File: config.mk
export PLATFORM = sky130hd
export DESIGN_NAME = netlist_vector_sequencer_flat
export DESIGN_NICKNAME = d
export VERILOG_FILES = /design/src/rtl/netlist_vector_sequencer_if.sv /design/src/rtl/netlist_vector_sequencer.sv /design/src/flat_wrapper.sv
export SDC_FILE = /design/constraint.sdc
export NUM_CORES = 1
export LEC_CHECK = 0
export CORE_MARGIN = 1.5
export CORE_UTILIZATION = 50
export CTS_BUF_LIST = sky130_fd_sc_hd__clkbuf_4
export DETAILED_ROUTE_END_ITERATION = 10
export GPL_ROUTABILITY_DRIVEN = 0
export GPL_TIMING_DRIVEN = 0
export PLACE_DENSITY = 0.92
export REMOVE_ABC_BUFFERS = 1
export SLEW_MARGIN = 20
export SYNTH_ARGS = -nofsm -noshare
export SYNTH_HDL_FRONTEND = slang
export SYNTH_SLANG_ARGS = --single-unit
File: constraint.sdc
create_clock -name clk -period 3.15 [get_ports clk]
set_input_delay 0.945 -clock clk [delete_from_list [all_inputs] [get_ports clk]]
set_output_delay 0.945 -clock clk [all_outputs]
set_load 0.02 [all_outputs]
File: src/rtl/netlist_vector_sequencer_if.sv
// Host/netlist bundle for netlist_vector_sequencer: run control and signature
// reporting on the host side, stimulus vector and response on the netlist side.
interface netlist_vector_sequencer_if #(
    parameter int CNT_W = 16
);
    logic             start;
    logic             abort;
    logic [CNT_W-1:0] num_patterns;
    logic [13:0]      seed;
    logic [15:0]      golden;
    logic [7:0]       resp_in;
    logic [13:0]      vec_out;
    logic             busy;
    logic             done;
    logic             pass;
    logic [15:0]      signature;
    logic [CNT_W-1:0] patt_cnt;

    modport master (
        output start, abort, num_patterns, seed, golden, resp_in,
        input  vec_out, busy, done, pass, signature, patt_cnt
    );

    modport slave (
        input  start, abort, num_patterns, seed, golden, resp_in,
        output vec_out, busy, done, pass, signature, patt_cnt
    );
endinterface

File: src/rtl/netlist_vector_sequencer.sv
// Drives LFSR vectors into a combinational netlist, holds each for a settle
// time, compacts the responses into a MISR and compares against a golden value.
module netlist_vector_sequencer #(
    parameter int SETTLE = 2,
    parameter int CNT_W  = 16
) (
    input  logic                      clk,
    input  logic                      rst,
    netlist_vector_sequencer_if.slave bus
);
    localparam int SW = (SETTLE > 1) ? $clog2(SETTLE) : 1;
    localparam logic [SW-1:0] SETTLE_LOAD = SW'(SETTLE - 1);

    typedef enum logic [1:0] {S_IDLE, S_SETTLE, S_CAPTURE, S_DONE} state_t;

    state_t           state;
    state_t           state_nxt;
    logic [SW-1:0]    settle_cnt;
    logic [CNT_W-1:0] target;
    logic [13:0]      vec_q;
    logic [15:0]      sig_q;
    logic [CNT_W-1:0] cnt_q;
    logic             pass_q;

    logic [15:0]      sig_nxt;
    logic [13:0]      vec_nxt;
    logic [CNT_W-1:0] cnt_inc;
    logic [13:0]      seed_eff;
    logic             last_capture;

    // An all-zero seed would lock the LFSR, so it is replaced by 1.
    always_comb begin
        sig_nxt      = {sig_q[14:0], sig_q[15] ^ sig_q[14] ^ sig_q[12] ^ sig_q[3]}
                       ^ {8'h00, bus.resp_in};
        vec_nxt      = {vec_q[12:0], vec_q[13] ^ vec_q[12] ^ vec_q[11] ^ vec_q[1]};
        cnt_inc      = cnt_q + CNT_W'(1);
        last_capture = (cnt_inc == target);
        seed_eff     = (bus.seed == 14'h0000) ? 14'h0001 : bus.seed;
    end

    always_ff @(posedge clk or posedge rst) begin
        if (rst) begin
            state <= S_IDLE;
        end else begin
            state <= state_nxt;
        end
    end

    always_comb begin
        state_nxt = state;
        case (state)
            S_IDLE: begin
                if (bus.start) begin
                    state_nxt = (bus.num_patterns == '0) ? S_DONE : S_SETTLE;
                end
            end
            S_SETTLE: begin
                if (bus.abort) begin
                    state_nxt = S_IDLE;
                end else if (settle_cnt == '0) begin
                    state_nxt = S_CAPTURE;
                end
            end
            S_CAPTURE: begin
                if (bus.abort) begin
                    state_nxt = S_IDLE;
                end else if (last_capture) begin
                    state_nxt = S_DONE;
                end else begin
                    state_nxt = S_SETTLE;
                end
            end
            S_DONE:  state_nxt = S_IDLE;
            default: state_nxt = S_IDLE;
        endcase
    end

    always_comb begin
        bus.busy      = (state == S_SETTLE) || (state == S_CAPTURE);
        bus.done      = (state == S_DONE);
        bus.vec_out   = vec_q;
        bus.signature = sig_q;
        bus.patt_cnt  = cnt_q;
        bus.pass      = pass_q;
    end

    // pass is resolved on the edge that enters DONE; abort leaves everything frozen.
    always_ff @(posedge clk or posedge rst) begin
        if (rst) begin
            settle_cnt <= '0;
            target     <= '0;
            vec_q      <= 14'h0000;
            sig_q      <= 16'hFFFF;
            cnt_q      <= '0;
            pass_q     <= 1'b0;
        end else begin
            case (state)
                S_IDLE: begin
                    if (bus.start) begin
                        target     <= bus.num_patterns;
                        vec_q      <= seed_eff;
                        sig_q      <= 16'hFFFF;
                        cnt_q      <= '0;
                        settle_cnt <= SETTLE_LOAD;
                        pass_q     <= (bus.num_patterns == '0) && (bus.golden == 16'hFFFF);
                    end
                end
                S_SETTLE: begin
                    if (!bus.abort && settle_cnt != '0) begin
                        settle_cnt <= settle_cnt - SW'(1);
                    end
                end
                S_CAPTURE: begin
                    if (!bus.abort) begin
                        sig_q      <= sig_nxt;
                        vec_q      <= vec_nxt;
                        cnt_q      <= cnt_inc;
                        settle_cnt <= SETTLE_LOAD;
                        if (last_capture) begin
                            pass_q <= (sig_nxt == bus.golden);
                        end
                    end
                end
                default: ;
            endcase
        end
    end
endmodule

File: src/flat_wrapper.sv
// flat-port wrapper written by rule: the top's interface ports become plain ports
module netlist_vector_sequencer_flat 
#(
    parameter int SETTLE = 2,
    parameter int CNT_W  = 16
)
  (clk, rst, bus_start, bus_abort, bus_num_patterns, bus_seed, bus_golden, bus_resp_in, bus_vec_out, bus_busy, bus_done, bus_pass, bus_signature, bus_patt_cnt);
  netlist_vector_sequencer_if #(.CNT_W(CNT_W)) bus_i ();
  input  logic clk;
  input  logic rst;
  input wire logic [$bits(bus_i.start)-1:0] bus_start;
  input wire logic [$bits(bus_i.abort)-1:0] bus_abort;
  input wire logic [$bits(bus_i.num_patterns)-1:0] bus_num_patterns;
  input wire logic [$bits(bus_i.seed)-1:0] bus_seed;
  input wire logic [$bits(bus_i.golden)-1:0] bus_golden;
  input wire logic [$bits(bus_i.resp_in)-1:0] bus_resp_in;
  output wire logic [$bits(bus_i.vec_out)-1:0] bus_vec_out;
  output wire logic [$bits(bus_i.busy)-1:0] bus_busy;
  output wire logic [$bits(bus_i.done)-1:0] bus_done;
  output wire logic [$bits(bus_i.pass)-1:0] bus_pass;
  output wire logic [$bits(bus_i.signature)-1:0] bus_signature;
  output wire logic [$bits(bus_i.patt_cnt)-1:0] bus_patt_cnt;
  assign bus_i.start = bus_start;
  assign bus_i.abort = bus_abort;
  assign bus_i.num_patterns = bus_num_patterns;
  assign bus_i.seed = bus_seed;
  assign bus_i.golden = bus_golden;
  assign bus_i.resp_in = bus_resp_in;
  assign bus_vec_out = bus_i.vec_out;
  assign bus_busy = bus_i.busy;
  assign bus_done = bus_i.done;
  assign bus_pass = bus_i.pass;
  assign bus_signature = bus_i.signature;
  assign bus_patt_cnt = bus_i.patt_cnt;
  netlist_vector_sequencer #(.SETTLE(SETTLE), .CNT_W(CNT_W)) u_core (.clk(clk), .rst(rst), .bus(bus_i));
endmodule
---- After elaboration in Yosys (flattened, before gate mapping) ----
Cells that the tools add are included.
Widths: inputs -> output; s select.
word-level totals
  flip-flop bits (word level) ............. 66
  input bits .............................. 58
  output and inout bits ................... 49
  logic and storage cells ................. 66
cells by class
  add/subtract/negate cells ............... 2
  eq/ne operators ......................... 11
  muxes and demuxes ....................... 25
  bitwise gates (word level) .............. 7
  reduce and logical (&&, ||, !) cells .... 14
operators by type and width
  cell                   number
  $mux 16                4
  $pmux 16 s2            2
  $mux 14                3
  $eq 16x16->1           2
  $pmux 14 s2            1
  $add 16x1->16 const B  1
  $eq 16x16->1 const B   1
  $logic_not 16->1       1
  $xor 16x8->16          1
  $logic_not 14->1       1
  $mux 2                 6
  $pmux 2 s4             1
  $reduce_and 4->1       2
  $mux 1                 6
  $ne 2x2->1 const B     3
  $xor 1x1->1            6
  $eq 2x2->1 const B     2
  $reduce_and 2->1       2
  $ne 3x3->1 const B     1
  $pmux 1 s3             1
  $reduce_and 3->1       1
  $reduce_bool 3->1      1
  $eq 2x1->1 const B     1
  $logic_and 1x1->1      2
  other kinds (7)        7

---- Logic depth before layout (Yosys ltp) ----
Gate-level depths: netlist (run 1).
  depth after elaboration ................. 8
  mapped depth ............................ 10
  gate-level depth less buffers ........... 8

---- Worst setup path after synthesis (run 1) ----
Ideal clock, no wire load.
  kind .................................... flip-flop to flip-flop
  start ................................... register u_core.cnt_q[0], in the netlist u_core.bus.patt_cnt[0]
  end ..................................... register u_core.state[1]
  library setup time ...................... 0.144 ns
  arrival time ............................ 2.255 ns
  data required time ...................... 3.006 ns
  path slack .............................. 0.750 ns
  stages on the path, launching flop included .. 9
  path buffers ............................ 0
  clock period less this slack ............ 2.400 ns
  cell sequence ........................... dfrtp_1 ha_1 and4_1 nand3_1 nor3b_1 o32ai_2 nor4_4 a2111oi_0 a211oi_2
between the ends
  word-level cells in the longest chain between the ends .. 5
RTL lines
  what                    line                             RTL
  start, declared         netlist_vector_sequencer.sv:22   logic [CNT_W-1:0] cnt_q;
  start signal, assigned  netlist_vector_sequencer.sv:117  cnt_q <= cnt_inc;
  $add 16x1->16           netlist_vector_sequencer.sv:36   cnt_inc = cnt_q + CNT_W'(1);
  $eq 16x16->1            netlist_vector_sequencer.sv:37   last_capture = (cnt_inc == target);
  $mux 2                  netlist_vector_sequencer.sv:67   end else if (last_capture) begin
  $mux 2                  netlist_vector_sequencer.sv:65   if (bus.abort) begin
  $pmux 2 s4              netlist_vector_sequencer.sv:51   case (state)
  end signal, assigned    netlist_vector_sequencer.sv:45   state <= state_nxt;
  end, declared           netlist_vector_sequencer.sv:16   state_t state;
No other way between the ends.
A chain may end at the register's enable or synchronous reset.

---- Worst setup path in the final report (run 1) ----
  start ................................... register u_core.state[0]
  end ..................................... register u_core.pass_q, in the netlist u_core.bus.pass
between the ends
  word-level cells in the longest chain between the ends .. 3
  elaborated cells on any way between the ends .. 8
  classes of those cells .................. 4 x eq/ne; 1 x mux; 3 x reduce/logical
RTL lines
  what                                                  line                             RTL
  $eq 2x2->1 / $logic_not 2->1 (equally long branches)  netlist_vector_sequencer.sv:97   case (state)
  $ne 2x1->1 (no line), or another cell as far along    -
  $reduce_and 4->1 (no line)                            -
  end signal, assigned                                  netlist_vector_sequencer.sv:105  pass_q <= (bus.num_patterns == '0) && (bus.golden == 16'hFFFF);
  end signal, assigned                                  netlist_vector_sequencer.sv:120  pass_q <= (sig_nxt == bus.golden);
  end, declared                                         netlist_vector_sequencer.sv:23   logic pass_q;
Several ways; a longest one is shown, not always the timed one.

==> impl_metrics.yaml, run 1 <==
cts:
  cts_buffers: 9
  clkTransAtPathRegs_ns: 0.12
  clock_latency_ns: 0.41
  tritoncts: "done"
  cts.root.buffer_cell: "clkbuf_4"
  clk_path_buf_depth: 2
  hold_buffers: 0
  cts_max_level: 3
  clock-sinks: 66
final_layout:
  multi_input_area_um2: 2030
  final_nets: 541
  register_area_um2: 1670
  design_area_um2: 5140
  n_antenna_cell: 0
  post-route-util: 0.701
  fill_cells: 552
  area_growth_pct: 34.8
  drive_gt1_frac: 0.112
global_route:
  grt.total_usage: 0.258
  grtUsageMet1: 0.344
  grt_pass1_wl_mm: 16.8
  grt_use_met3: 0.0362
  grt_max_degree: 58
  grt_antenna_before_repair: 0
  grtUsageMet2: 0.417
  grt_overflow: 0
  busiest_layer: "met2"
  grt_pass1_vias: 3412
drt:
  drt_pass1_iterations: 4
  vias_per_cell: 5.74
  vias: 3336
  wl_mm: 9.92
  drc_errors: 0
  drt-initial-drc-count: 226
  detail_route.wl_per_cell_um: 17.1
  ant_nets: 0
logic_synthesis:
  synthAdderAreaFrac: 0.0197
  yosys_warnings: 0
  ys_types: 54
  synthSimpleGateAreaFrac: 0.149
  ys.flop_type: "dfrtp_1"
  synthesis.area_um2: 3810
  yosysSeqAreaShare: 0.439
  ys_ff_latch: 66
  synth_edf_count: 0
  synth.area.mux_share: 0.0801
  synthCells: 376
  synth-async-reset-ratio: 1.00
  synth_compound_area_frac: 0.156
  synth.avg_cell_area_um2: 10.1
  synth_xor_area_frac: 0.122
  synth_top_family_by_area: "compound AO/OA/AOI/OAI gates"
place:
  place_ws_ns: -0.235
  io_buffers: 106
  dp_hpwl_mm: 7.22
  placed_area_um2: 4980
critical_path:
  worstRegToRegCells: 7
  timing.rr.start: "u_core.state[0]$_DFFE_PP0P_"
  r2r_slack_ns: 0.15
  crit_path_end: "u_core.bus.pass$_DFFE_PP0P_"
  worst_ep_arrival_time_ns: 3.30
  rr_endpoint: "u_core.bus.pass$_DFFE_PP0P_"
  cp_max_fo: 24
  worst_ep_required_time_ns: 3.45
  cp-startpoint: "u_core.state[0]$_DFFE_PP0P_"
  cp-start-kind: "flop"
  criticalPathCategory: "reg -> reg"
  endpoint_kind: "flop"
power_and_ir_drop:
  irDropWorstVdd_uv: 518
  leakagePower_nw: 1.98
  power_mw: 4.10
  p_per_area_nw_per_um2: 799
timing:
  post-route-period-util: 0.952
  tightest_slew_ns: 0.957
  hold_viol_final: 0
  slew_headroom: 0.362
  rsz0062_at_grt: "no"
  max_clock_freq_ghz: 0.333
  fin_crit_ns: 3.00
  setup_ws_ns: 0.151
  slew_violations: 0
  fin_skew_ns: 0.0244
  finalSetupTns_ns: 0
  setup_viol_count_final: 0
floorplanning:
  io_pins: 107
  die_h_um: 90.3
  start_util: 0.520
  die_area_um2: 8150
  rows: 31
  core_um2: 7330
  die_x_um: 90.3
status:
  outcome: "finished clean"
worst_hold_path:
  hp-class: "reg -> reg"
job:
  max_cap_viol_count: 0
-- cells by family after synthesis --
logic type,after synthesis
XOR/XNOR,53
buffers and inverters,28
multiplexers,28
AO/OA/AOI/OAI,89
AND/OR/NAND/NOR,106
flip-flops,66
adder cells (fa/ha/maj),6
-- through the flow --
stage          hold slack, ns  cells
2_1_floorplan           0.479    357
3_3_place_gp            0.488    562
3_5_place_dp            0.501    565
4_1_cts                 0.529    581
5_1_grt                 0.554    581
6_report                0.526    581
-- final cells by class --
type                    count  share of cell area
well taps                  99              0.0241
repair buffers            109               0.219
clock inverters             5              0.0139
clock buffers              11              0.0161
multi-input cells         282               0.395
flip-flops and latches     66               0.325
inverters                   9             0.00706
-- cells in the final DEF (no fill, tap or decap), types with 11 or more instances in the layout --
master,n
clkbuf_4,11
nor2_1,19
nand2_1,30
o21ai_1,29
clkdlybuf4s50_1,106
nor4_1,11
dfrtp_1,50
dfstp_2,16
xor2_1,28
nand4_1,12
xnor2_1,25
a21oi_1,11
o22a_1,14
mux2i_1,11
-- Yosys cell counts, types with 3 or more instances --
| library cell | number | area (um^2) |
|---|---|---|
| nand2_1 | 31 | 116 |
| buf_6 | 3 | 33.8 |
| inv_1 | 7 | 26.3 |
| dfstp_2 | 16 | 420 |
| a21oi_1 | 11 | 55.1 |
| ha_1 | 6 | 75.1 |
| nand3_1 | 10 | 50.1 |
| nor2_1 | 19 | 71.3 |
| nor4_1 | 11 | 68.8 |
| mux2i_1 | 11 | 110 |
| a221oi_1 | 3 | 26.3 |
| mux2_2 | 6 | 67.6 |
| xnor2_1 | 25 | 219 |
| mux2_1 | 10 | 113 |
| o21ai_1 | 30 | 150 |
| xor2_1 | 28 | 245 |
| dfrtp_1 | 50 | 1250 |
| or3_1 | 4 | 25.0 |
| clkbuf_1 | 12 | 45.0 |
| o21ai_0 | 7 | 35.0 |
| nor3_1 | 4 | 20.0 |
| and4_1 | 3 | 26.3 |
| nand4_1 | 12 | 75.1 |
| o22a_1 | 14 | 123 |
| a31oi_1 | 4 | 25.0 |
| buf_2 | 3 | 15.0 |
| o31ai_1 | 5 | 37.5 |
-- worst max-delay path, cell delays in order, from the launching register on --
cell     delay (ns)
dfrtp_1        0.41
inv_1          0.12
ha_2           0.55
inv_2          0.15
nor2_1         0.37
o21a_1         0.84
o21ai_2        0.13
mux2_4         0.33
-- where the power goes --
part           internal, mW  switching, mW  total, mW
combinational         0.972           1.07       2.04
sequential             1.17          0.264       1.43
clock                 0.333          0.297      0.630
-- worst min path at each step --
stage / start / end / slack [ns] / cells past startpoint
4_1_cts: u_core.bus.pass$_DFFE_PP0P_ / u_core.bus.pass$_DFFE_PP0P_ / 0.53 / 1
2_1_floorplan: u_core.settle_cnt$_DFFE_PP0P_ / u_core.settle_cnt$_DFFE_PP0P_ / 0.48 / 2
3_5_place_dp: u_core.bus.pass$_DFFE_PP0P_ / u_core.bus.pass$_DFFE_PP0P_ / 0.50 / 1
6_report: u_core.target[4]$_DFFE_PP0P_ / u_core.target[4]$_DFFE_PP0P_ / 0.53 / 1
5_1_grt: u_core.bus.pass$_DFFE_PP0P_ / u_core.bus.pass$_DFFE_PP0P_ / 0.55 / 1
3_3_place_gp: u_core.bus.vec_out[0]$_DFFE_PP0P_ / u_core.bus.vec_out[0]$_DFFE_PP0P_ / 0.49 / 1
-- flip-flops by register name (all words and copies together) (netlist names) --
signal                count
u_core.settle_cnt         1
u_core.bus.signature     16
u_core.bus.patt_cnt      16
u_core.bus.vec_out       14
u_core.state              2
u_core.bus.pass           1
u_core.target            16
-- layer usage --
metal	up-vias	routed length, um
li1	1575	-
met1	1610	4400
met2	130	4780
met3	21	502
met4	0	237
met5	-	0
-- timing repair --
item                                    CTS  global route
resized for setup                         1             0
endpoints found under the setup margin   23             0
endpoints found under the hold margin     0             0
buffers inserted                          0             0
(Power assumes the default switching activity.)
==> inputs of run 2 (changes only) <==
==> constraint.sdc (replaced) <==
create_clock -name clk -period 3.15 [get_ports clk]
set_input_delay 0.4725 -clock clk [delete_from_list [all_inputs] [get_ports clk]]
set_output_delay 0.4725 -clock clk [all_outputs]
set_load 0.02 [all_outputs]
==> results of run 2 <==
The final DEF is identical to that of run 1. Status: finished clean.
Among the figures that moved: hold slack 0.526 ns -> 0.293 ns
==> inputs of run 3 (changes only) <==
- ABC_CLOCK_PERIOD_IN_PS: not set -> 3150
- CORE_MARGIN: 1.5 -> 3
==> run 3 against run 2 <==
- clock skew down 0.0048 ns
- first-iteration DRC count up 21%
- clock-buffer cell count down 2
- critical path type unchanged
==> impl_metrics.yaml, run 3 (synthesized netlist as in run 1, its figures left out) <==
timing:
  setup_viol_count_final: 0
  tightest_slew_ns: 0.960
  finalSetupTns_ns: 0
  hold_viol_final: 0
  whs_ns: 0.355
  post-route-period-util: 0.950
  fin_crit_ns: 2.99
  max_clock_freq_ghz: 0.334
  fin_skew_ns: 0.0196
  slew_headroom: 0.360
  rsz0062_at_grt: "no"
  slew_violations: 0
drt:
  drt-initial-drc-count: 274
  vias: 3342
  wl_met3_um: 571
  vias_per_cell: 5.75
  drc_errors: 0
  top_layer_used: "met4"
  ant_nets: 0
  drt_pass1_iterations: 4
  wl_mm: 10.2
  routedLengthMet1_mm: 4.33
  wl_met2_mm: 5.04
  detail_route.wl_per_cell_um: 17.5
power_and_ir_drop:
  p_per_area_nw_per_um2: 804
  irDropWorstVdd_uv: 604
  leakagePower_nw: 1.97
global_route:
  grt_max_degree: 42
  grt_pass1_vias: 3403
  grt.total_usage: 0.236
  grt_pass1_wl_mm: 16.3
  grt_antenna_before_repair: 0
  grt_overflow: 0
final_layout:
  final_common_cell: "clkdlybuf4s50_1"
  drive_gt1_frac: 0.116
  n_antenna_cell: 0
  post-route-util: 0.701
  area_growth_pct: 34.8
  final_cell_mix: "106 x clkdlybuf4s50_1, 50 x dfrtp_1, 30 x nand2_1"
  final_nets: 541
cts:
  clkTransAtPathRegs_ns: 0.13
  cts_max_level: 3
  clock-sinks: 66
  cts_buffers: 9
  cts.root.buffer_cell: "clkbuf_4"
  clock_latency_ns: 0.42
  tritoncts: "done"
  clk_path_buf_depth: 2
  postCtsSetupBuffers: 0
floorplanning:
  die_h_um: 93.3
  core_um2: 7330
  die_x_um: 93.3
  start_util: 0.520
  io_pins: 107
  die_area_um2: 8700
  rows: 31
critical_path:
  worst_ep_arrival_time_ns: 3.32
  endpoint_kind: "flop"
  crit_path_max_incr_delay_ns: 0.84
  critical_path.slowest_cell: "o21a_1"
  cp-start-kind: "flop"
  criticalPathCategory: "reg -> reg"
  cp_max_fo: 24
  worst_ep_required_time_ns: 3.47
  crit_path_cell_trace: "inv_1, ha_2, inv_2, nor2_1, o21a_1, o21ai_2, mux2_4"
place:
  dp_hpwl_mm: 7.40
  io_buffers: 106
worst_hold_path:
  hp-class: "in -> async"
job:
  max_cap_viol_count: 0
status:
  outcome: "finished clean"
[run 3: changes by cell type in the layout (fill, tap and decap cells not counted), sizes merged]
cell and delta:
inv +1, clkinvlp +2, clkbuf -2, clkinv -1
[run 3: critical path, delay by kind of cell, from the launching register on]
family | cells | cell delay [ns]
multiplexers | 1 | 0.33
AO/OA/AOI/OAI | 2 | 0.97
flip-flops | 1 | 0.41
buffers and inverters | 2 | 0.28
adder cells (fa/ha/maj) | 1 | 0.55
AND/OR/NAND/NOR | 1 | 0.36
[run 3: power breakdown]
part / internal, mW / switching, mW
Combinational: 0.970 / 1.08
Sequential: 1.17 / 0.261
Clock: 0.320 / 0.330
[run 3: stage by stage]
| stage | worst slack, ns | total power [mW] | cell area [um^2] | cells |
|---|---|---|---|---|
| after floorplan | 0.175 | 2.69 | 3710 | 357 |
| after global placement | -0.639 | 3.32 | 4900 | 562 |
| after detailed placement | -0.242 | 3.48 | 4970 | 565 |
| after CTS | 0.0567 | 4.14 | 5130 | 581 |
| after global routing | 0.00351 | 4.37 | 5140 | 581 |
| final | 0.158 | 4.13 | 5140 | 581 |
[run 3: cell type report]
type                    count  area, um^2
clock buffers               9        67.6
flip-flops and latches     66        1670
clock inverters             7        92.6
multi-input cells         282        2030
well taps                  99         124
repair buffers            109        1120
inverters                   9        36.3
fillers                   551        2190
[run 3: path summary, 6_finish.rpt]
check	from	end	slack [ns]	depth (start not counted)
setup / recovery	u_core.state[0]$_DFFE_PP0P_	u_core.bus.pass$_DFFE_PP0P_	0.16	7
hold / removal	rst	u_core.bus.vec_out[4]$_DFFE_PP0P_	0.35	2
setup reg to reg	u_core.state[0]$_DFFE_PP0P_	u_core.bus.pass$_DFFE_PP0P_	0.16	7
hold reg to reg	u_core.bus.vec_out[0]$_DFFE_PP0P_	u_core.bus.vec_out[0]$_DFFE_PP0P_	0.52	1
max in group asynchronous	rst	u_core.bus.signature[15]$_DFFE_PP1P_	2.20	3
min in group clk	u_core.bus.vec_out[0]$_DFFE_PP0P_	u_core.bus.vec_out[0]$_DFFE_PP0P_	0.52	1
[run 3: layer usage]
layer,track usage,up-vias
li1,-,1578
met1,0.306,1617
met2,0.388,127
met3,0.0394,20
met4,0.106,0
met5,0,-
[run 3: repair_timing]
item                                    in CTS  in global routing
resized for setup                            1                  0
hold buffers                                 0                  0
endpoints found under the setup margin      23                  0
